**src/rtl/uart_pkg.sv**
```systemverilog
// Shared UART definitions: FSM state encoding, baud divider helper and default
// line parameters. Used by both the receiver and the transmitter.
package uart_pkg;

  localparam int unsigned C_DEF_SYSTEM_CLK = 50_000_000;
  localparam int unsigned C_DEF_BAUDRATE   = 9600;
  localparam int unsigned C_DEF_DATAWIDTH  = 8;
  localparam int unsigned C_DEF_STOPWIDTH  = 1;

  typedef enum logic [2:0] {
    ST_IDLE,
    ST_START,
    ST_DATA,
    ST_STOP,
    ST_BREAK
  } uart_state_e;

  // Clock cycles per bit, truncated.
  function automatic int unsigned f_baud_div(input int unsigned clk_hz,
                                             input int unsigned baud);
    return clk_hz / baud;
  endfunction

endpackage

```
**src/rtl/uart_bit_timer.sv**
```systemverilog
// Bit-period counter: counts while enabled and ticks for one cycle when the
// count reaches a programmable terminal value, then restarts from zero.
module uart_bit_timer #(
  parameter int unsigned P_CNT_W = 13
) (
  input  logic               i_clk,
  input  logic               i_rst,
  input  logic               i_en,
  input  logic               i_clr,
  input  logic [P_CNT_W-1:0] i_term,
  output logic               o_tick
);

  logic [P_CNT_W-1:0] cnt_q;
  logic [P_CNT_W-1:0] cnt_d;

  // Next count: restart on clear or on reaching the terminal count.
  always_comb begin
    // NOTE: every signal written here gets a default first, so no path can
    // leave it unassigned and infer a latch.
    cnt_d  = cnt_q;
    o_tick = i_en && (cnt_q == i_term);
    if (i_clr || o_tick) begin
      cnt_d = '0;
    end else if (i_en) begin
      cnt_d = cnt_q + 1'b1;
    end
  end

  // Counter register with synchronous reset.
  always_ff @(posedge i_clk) begin
    // NOTE: state registers use non-blocking assignments so every flop
    // samples the values from before the clock edge.
    if (i_rst) begin
      cnt_q <= '0;
    end else begin
      cnt_q <= cnt_d;
    end
  end

endmodule

```
**src/rtl/uart_rx.sv**
```systemverilog
// UART receiver: synchronises the RX pin, detects start edges, samples each
// bit at its mid-point and presents the received word as a one-cycle pulse.
module uart_rx
  import uart_pkg::*;
#(
  parameter int unsigned P_SYSTEM_CLK     = C_DEF_SYSTEM_CLK,
  parameter int unsigned P_UART_BUADRATE  = C_DEF_BAUDRATE,
  parameter int unsigned P_UART_DATAWIDTH = C_DEF_DATAWIDTH,
  parameter int unsigned P_UART_STOPWIDTH = C_DEF_STOPWIDTH
) (
  input  logic                        i_clk,
  input  logic                        i_rst,
  input  logic                        i_uart_rx,
  output logic [P_UART_DATAWIDTH-1:0] o_user_rx_data,
  output logic                        o_user_rx_valid,
  output logic                        o_frame_err,
  output logic                        o_rx_busy
);

  localparam int unsigned L_DIV   = f_baud_div(P_SYSTEM_CLK, P_UART_BUADRATE);
  localparam int unsigned L_HALF  = L_DIV / 2;
  localparam int unsigned L_CNT_W = $clog2(L_DIV);
  localparam int unsigned L_IDX_W = $clog2(P_UART_DATAWIDTH);

  localparam logic [L_CNT_W-1:0] L_TERM_FULL = L_CNT_W'(L_DIV - 1);
  localparam logic [L_CNT_W-1:0] L_TERM_HALF = L_CNT_W'(L_HALF - 1);
  localparam logic [L_IDX_W-1:0] L_IDX_LAST  = L_IDX_W'(P_UART_DATAWIDTH - 1);
  localparam logic               L_STOP_LAST = 1'(P_UART_STOPWIDTH - 1);

  logic rx_meta_q;
  logic rx_s_q;
  logic rx_prev_q;
  logic rx_fall;

  uart_state_e                 state_q, state_d;
  logic [P_UART_DATAWIDTH-1:0] shift_q, shift_d;
  logic [L_IDX_W-1:0]          idx_q, idx_d;
  logic                        stop_q, stop_d;
  logic [P_UART_DATAWIDTH-1:0] data_q, data_d;
  logic                        valid_q, valid_d;
  logic                        err_q, err_d;

  logic               tmr_en;
  logic               tmr_clr;
  logic [L_CNT_W-1:0] tmr_term;
  logic               tmr_tick;

  uart_bit_timer #(
    .P_CNT_W (L_CNT_W)
  ) u_bit_timer (
    .i_clk  (i_clk),
    .i_rst  (i_rst),
    .i_en   (tmr_en),
    .i_clr  (tmr_clr),
    .i_term (tmr_term),
    .o_tick (tmr_tick)
  );

  // Two-flop synchroniser plus one history flop for falling-edge detection;
  // reset to the idle-high line level.
  always_ff @(posedge i_clk) begin
    if (i_rst) begin
      rx_meta_q <= 1'b1;
      rx_s_q    <= 1'b1;
      rx_prev_q <= 1'b1;
    end else begin
      rx_meta_q <= i_uart_rx;
      rx_s_q    <= rx_meta_q;
      rx_prev_q <= rx_s_q;
    end
  end

  assign rx_fall = rx_prev_q & ~rx_s_q;

  // Next-state, datapath and timer control for the frame FSM.
  always_comb begin
    state_d  = state_q;
    shift_d  = shift_q;
    idx_d    = idx_q;
    stop_d   = stop_q;
    data_d   = data_q;
    valid_d  = 1'b0;
    err_d    = 1'b0;
    tmr_en   = 1'b0;
    tmr_clr  = 1'b0;
    tmr_term = L_TERM_FULL;

    case (state_q)
      ST_IDLE: begin
        if (rx_fall) begin
          tmr_clr = 1'b1;
          state_d = ST_START;
        end
      end
      ST_START: begin
        tmr_en   = 1'b1;
        tmr_term = L_TERM_HALF;
        if (tmr_tick) begin
          if (!rx_s_q) begin
            idx_d   = '0;
            state_d = ST_DATA;
          end else begin
            state_d = ST_IDLE;
          end
        end
      end
      ST_DATA: begin
        tmr_en = 1'b1;
        if (tmr_tick) begin
          shift_d[idx_q] = rx_s_q;
          idx_d          = idx_q + 1'b1;
          if (idx_q == L_IDX_LAST) begin
            stop_d  = 1'b0;
            state_d = ST_STOP;
          end
        end
      end
      ST_STOP: begin
        tmr_en = 1'b1;
        if (tmr_tick) begin
          if (!rx_s_q) begin
            err_d   = 1'b1;
            state_d = ST_BREAK;
          end else if (stop_q == L_STOP_LAST) begin
            data_d  = shift_q;
            valid_d = 1'b1;
            state_d = ST_IDLE;
          end else begin
            stop_d = stop_q + 1'b1;
          end
        end
      end
      ST_BREAK: begin
        if (rx_s_q) begin
          state_d = ST_IDLE;
        end
      end
      default: begin
        state_d = ST_IDLE;
      end
    endcase
  end

  // Control and output registers with synchronous reset.
  always_ff @(posedge i_clk) begin
    if (i_rst) begin
      state_q <= ST_IDLE;
      idx_q   <= '0;
      stop_q  <= 1'b0;
      data_q  <= '0;
      valid_q <= 1'b0;
      err_q   <= 1'b0;
    end else begin
      state_q <= state_d;
      idx_q   <= idx_d;
      stop_q  <= stop_d;
      data_q  <= data_d;
      valid_q <= valid_d;
      err_q   <= err_d;
    end
  end

  // Shift register holding the word being assembled.
  always_ff @(posedge i_clk) begin
    // NOTE: no reset here; every bit is rewritten before the word is ever
    // copied to the output, so a reset value would be dead logic.
    shift_q <= shift_d;
  end

  assign o_user_rx_data  = data_q;
  assign o_user_rx_valid = valid_q;
  assign o_frame_err     = err_q;
  assign o_rx_busy       = (state_q != ST_IDLE);

endmodule

```
**config.mk**
```make
export PLATFORM = sky130hd
export DESIGN_NAME = uart_rx
export DESIGN_NICKNAME = d
export VERILOG_FILES = /design/src/rtl/uart_pkg.sv /design/src/rtl/uart_bit_timer.sv /design/src/rtl/uart_rx.sv
export SDC_FILE = /design/constraint.sdc
export NUM_CORES = 1
export LEC_CHECK = 0
export BUFFER_PORTS_ARGS = -buffer_cell sky130_fd_sc_hd__buf_2
export CORE_ASPECT_RATIO = 1.1
export CORE_MARGIN = 2
export CORE_UTILIZATION = 35
export CTS_CLUSTER_DIAMETER = 40
export DETAILED_ROUTE_END_ITERATION = 10
export SLEW_MARGIN = 10
export SYNTH_ARGS = -nofsm -noshare
export SYNTH_HDL_FRONTEND = slang
export SYNTH_SLANG_ARGS = --single-unit
```
**constraint.sdc**
```tcl
create_clock -name i_clk -period 3.34 [get_ports i_clk]
set_clock_uncertainty 0.1 [all_clocks]
set_input_delay 0.167 -clock i_clk [delete_from_list [all_inputs] [get_ports i_clk]]
set_output_delay 0.167 -clock i_clk [all_outputs]
set_load 0.01 [all_outputs]
```
==> results.sh <==
export IMPL_slowest_stage="or4_4"
export IMPL_relSlewSlack_pct=62.5
export IMPL_rsz0062_at_grt="no"
export IMPL_wirelength_um=3100
export IMPL_max_slew_worst_pin_slew_ns=0.555
export IMPL_synth_cell_type_count=48
export IMPL_layout_nets=193
export IMPL_p_leak_uw=0.000811
export IMPL_finalSetupViolations=0
export IMPL_grt_ovfl_total=0
export IMPL_ys_warn_count=0
export IMPL_syn_area_per_cell_um2=10.4
export IMPL_viasPerCell=5.06
export IMPL_gr_max_usage_layer="met2"
export IMPL_final_util_pct=40.0
export IMPL_powerDensity_mw_per_mm2=456
export IMPL_drive_above_1_share_pct=22.3
export IMPL_vias=1244
export IMPL_grt_use_total_pct=12.4
export IMPL_grt_max_degree=20
export IMPL_clock_path_buffers=2
export IMPL_cts_max_level=2
export IMPL_cts_tree="yes"
export IMPL_finalPower_uw=912
export IMPL_cts_hold_buf=1
export IMPL_die_w_um=72.4
export IMPL_place_ws_ns=0.846
export IMPL_die_h_um=79.3
export IMPL_status="finished clean"
export IMPL_hpwl_um=2130
export IMPL_cts_inserted_buffers=5
export IMPL_path_class="reg2reg"
export IMPL_clkPwrFrac_pct=42.8
export IMPL_clock_sinks=40
export IMPL_final_setup_tns_ns=0
export IMPL_slowest_delay_ns=0.59
export IMPL_cp_common_cell="nor3b_1"
export IMPL_drt_iter0_drc=88
export IMPL_core_area_mm2=0.00500
export IMPL_io_pins=14
export IMPL_cp_arrival_ns=2.39
export IMPL_crit_fanout=12
export IMPL_routedWlPerCell_um=12.6
export IMPL_pwr_share_comb_pct=2.5
export IMPL_fin_crit_sh_pct=74.7
export IMPL_synth_edff_count=8
export IMPL_fmax_ghz=0.401
export IMPL_start_util_pct=36.0
export IMPL_synthFlopType="dfxtp_1"
export IMPL_final_cell_mix="32 x nor2_1, 32 x dfxtp_1, 13 x buf_2"
export IMPL_clk_pin_slew_worst_paths_ns=0.08
export IMPL_die_area_mm2=0.00574
export IMPL_fin_ws_ns=0.845
export IMPL_grt_util_met3_pct=4.19
export IMPL_clk_latency_ns=0.30
export IMPL_synthArstFlopShare_pct=0
export IMPL_min_period_ns=2.50
export IMPL_synth_cells=174
export IMPL_drv_slew=0
export IMPL_drc=0
export IMPL_place_port_buffers=13
export IMPL_n_fill_cell=509
export IMPL_power_ir_vdd_worst_mv=0.154
export IMPL_firstDrtPassIters=5
export IMPL_end_kind="register"
export IMPL_multi_input_area_um2=855
export IMPL_netSwitchingFraction_pct=20.6
export IMPL_crit_chain="nor3b_1 -> or4_4 -> a211oi_4 -> nand3b_4 -> nor3b_1"
export IMPL_hold_viol=0
export IMPL_grtUsageMet1_pct=15.3
export IMPL_grt_pass1_wl_um=5420
export IMPL_grt_pass1_vias=1169
export IMPL_worst_ep_required_time_ns=3.24
export IMPL_cts_setup_buffers=0
export IMPL_syn_nets=180
export IMPL_rows=27
export IMPL_worst_hold_path_type="in2reg"
export IMPL_syn_to_final_growth_pct=10.9
export IMPL_cts_resized=0
export IMPL_startpoint_type="register"
export IMPL_clockRootBuffer="clkbuf_8"
export IMPL_antenna_found_initial=0
export IMPL_detail_route_antenna_nets=0
export IMPL_diodes=0
export IMPL_drv_cap=0
export IMPL_hold_slack_ns=0.138
export IMPL_gp_congestion=0.769
export IMPL_power_internal_uw=724
export IMPL_yosysSeqAreaShare_pct=48.9
export IMPL_switchingPower_uw=188
export IMPL_final_seq_area_um2=881
export IMPL_seqPwrFrac_pct=54.6
export IMPL_syn_cell_area_mm2=0.00180
export IMPL_synth_seq_cells=40
export IMPL_grtUsageMet2_pct=19.5
power groups by stage:
stage	registers (uW)	clock network (uW)	logic, uW
floorplan	507	0	22.8
global placement	510	0	22.9
detailed placement	510	0	22.6
CTS	498	407	23.8
global route	499	425	26.0
finish	498	391	22.9
critical path: cells and delay by family (launching register included):
| family | cells | cell delay [ns] |
|---|---|---|
| compound gates | 1 | 0.47 |
| flops | 1 | 0.54 |
| simple gates | 4 | 1.09 |
cell usage after synthesis, types with 2 or more instances:
cell / count / share of area (%)
clkbuf_1: 3 / 0.62
a31o_2: 2 / 0.97
nor3b_1: 7 / 2.9
dfxtp_1: 32 / 36
clkbuf_8: 2 / 1.5
or2_2: 3 / 1.0
nor2_1: 32 / 6.7
ha_1: 3 / 2.1
xor2_1: 7 / 3.4
mux2i_1: 8 / 4.4
xnor2_1: 5 / 2.4
and3_2: 2 / 0.83
o21ai_0: 3 / 0.83
nand2b_1: 2 / 0.69
nand4_1: 6 / 2.1
nor3_1: 2 / 0.56
a21oi_1: 4 / 1.1
nand2_1: 9 / 1.9
nand3_1: 6 / 1.7
edfxtp_1: 8 / 13
registers in the layout (all words and copies together) (netlist names):
name / flops
idx_q: 3
o_frame_err: 1
o_user_rx_data: 8
o_user_rx_valid: 1
rx_meta_q: 1
rx_prev_q: 1
rx_s_q: 1
shift_q: 8
state_q: 3
u_bit_timer.cnt_q: 13
per-stage QoR:
step | cell area (um^2) | cells
2_1_floorplan | 1800 | 174
3_3_place_gp | 1880 | 237
3_5_place_dp | 1880 | 237
4_1_cts | 2000 | 246
5_1_grt | 2000 | 246
6_report | 2000 | 246
kinds of logic after synthesis:
logic type               Yosys count  synth area share (%)
multiplexers                       8                  4.44
adder cells (fa/ha/maj)            3                  2.08
AO/OA/AOI/OAI                     16                  7.22
XOR/XNOR                          12                  5.83
buffers and inverters              9                  3.68
flip-flops                        40                  48.9
AND/OR/NAND/NOR                   86                  27.8
per-layer routing:
metal | vias to the layer above | wire length, um
li1 | 634 | -
met1 | 574 | 1510
met2 | 30 | 1400
met3 | 6 | 129
met4 | 0 | 69
met5 | - | 0
final cells by class:
class,instances,area share (%)
clock buffers,5,3.44
clock inverters,3,2.13
inverters,1,0.188
multi-input cells,125,42.8
flip-flops and latches,40,44.1
well taps,58,3.63
repair buffers,14,3.76
path summary, 6_finish.rpt:
kind | start | to | slack [ns] | cells after the start
max | state_q[2]$_SDFFE_PP0P_ | shift_q[2]$_DFFE_PP_ | 0.84 | 5
min | i_rst | o_user_rx_data[5]$_SDFFE_PP0P_ | 0.14 | 2
max reg2reg | state_q[2]$_SDFFE_PP0P_ | shift_q[2]$_DFFE_PP_ | 0.84 | 5
min reg2reg | rx_meta_q$_SDFF_PP1_ | rx_s_q$_SDFF_PP1_ | 0.31 | 1
Note: power is estimated with default switching activity, not from simulation.
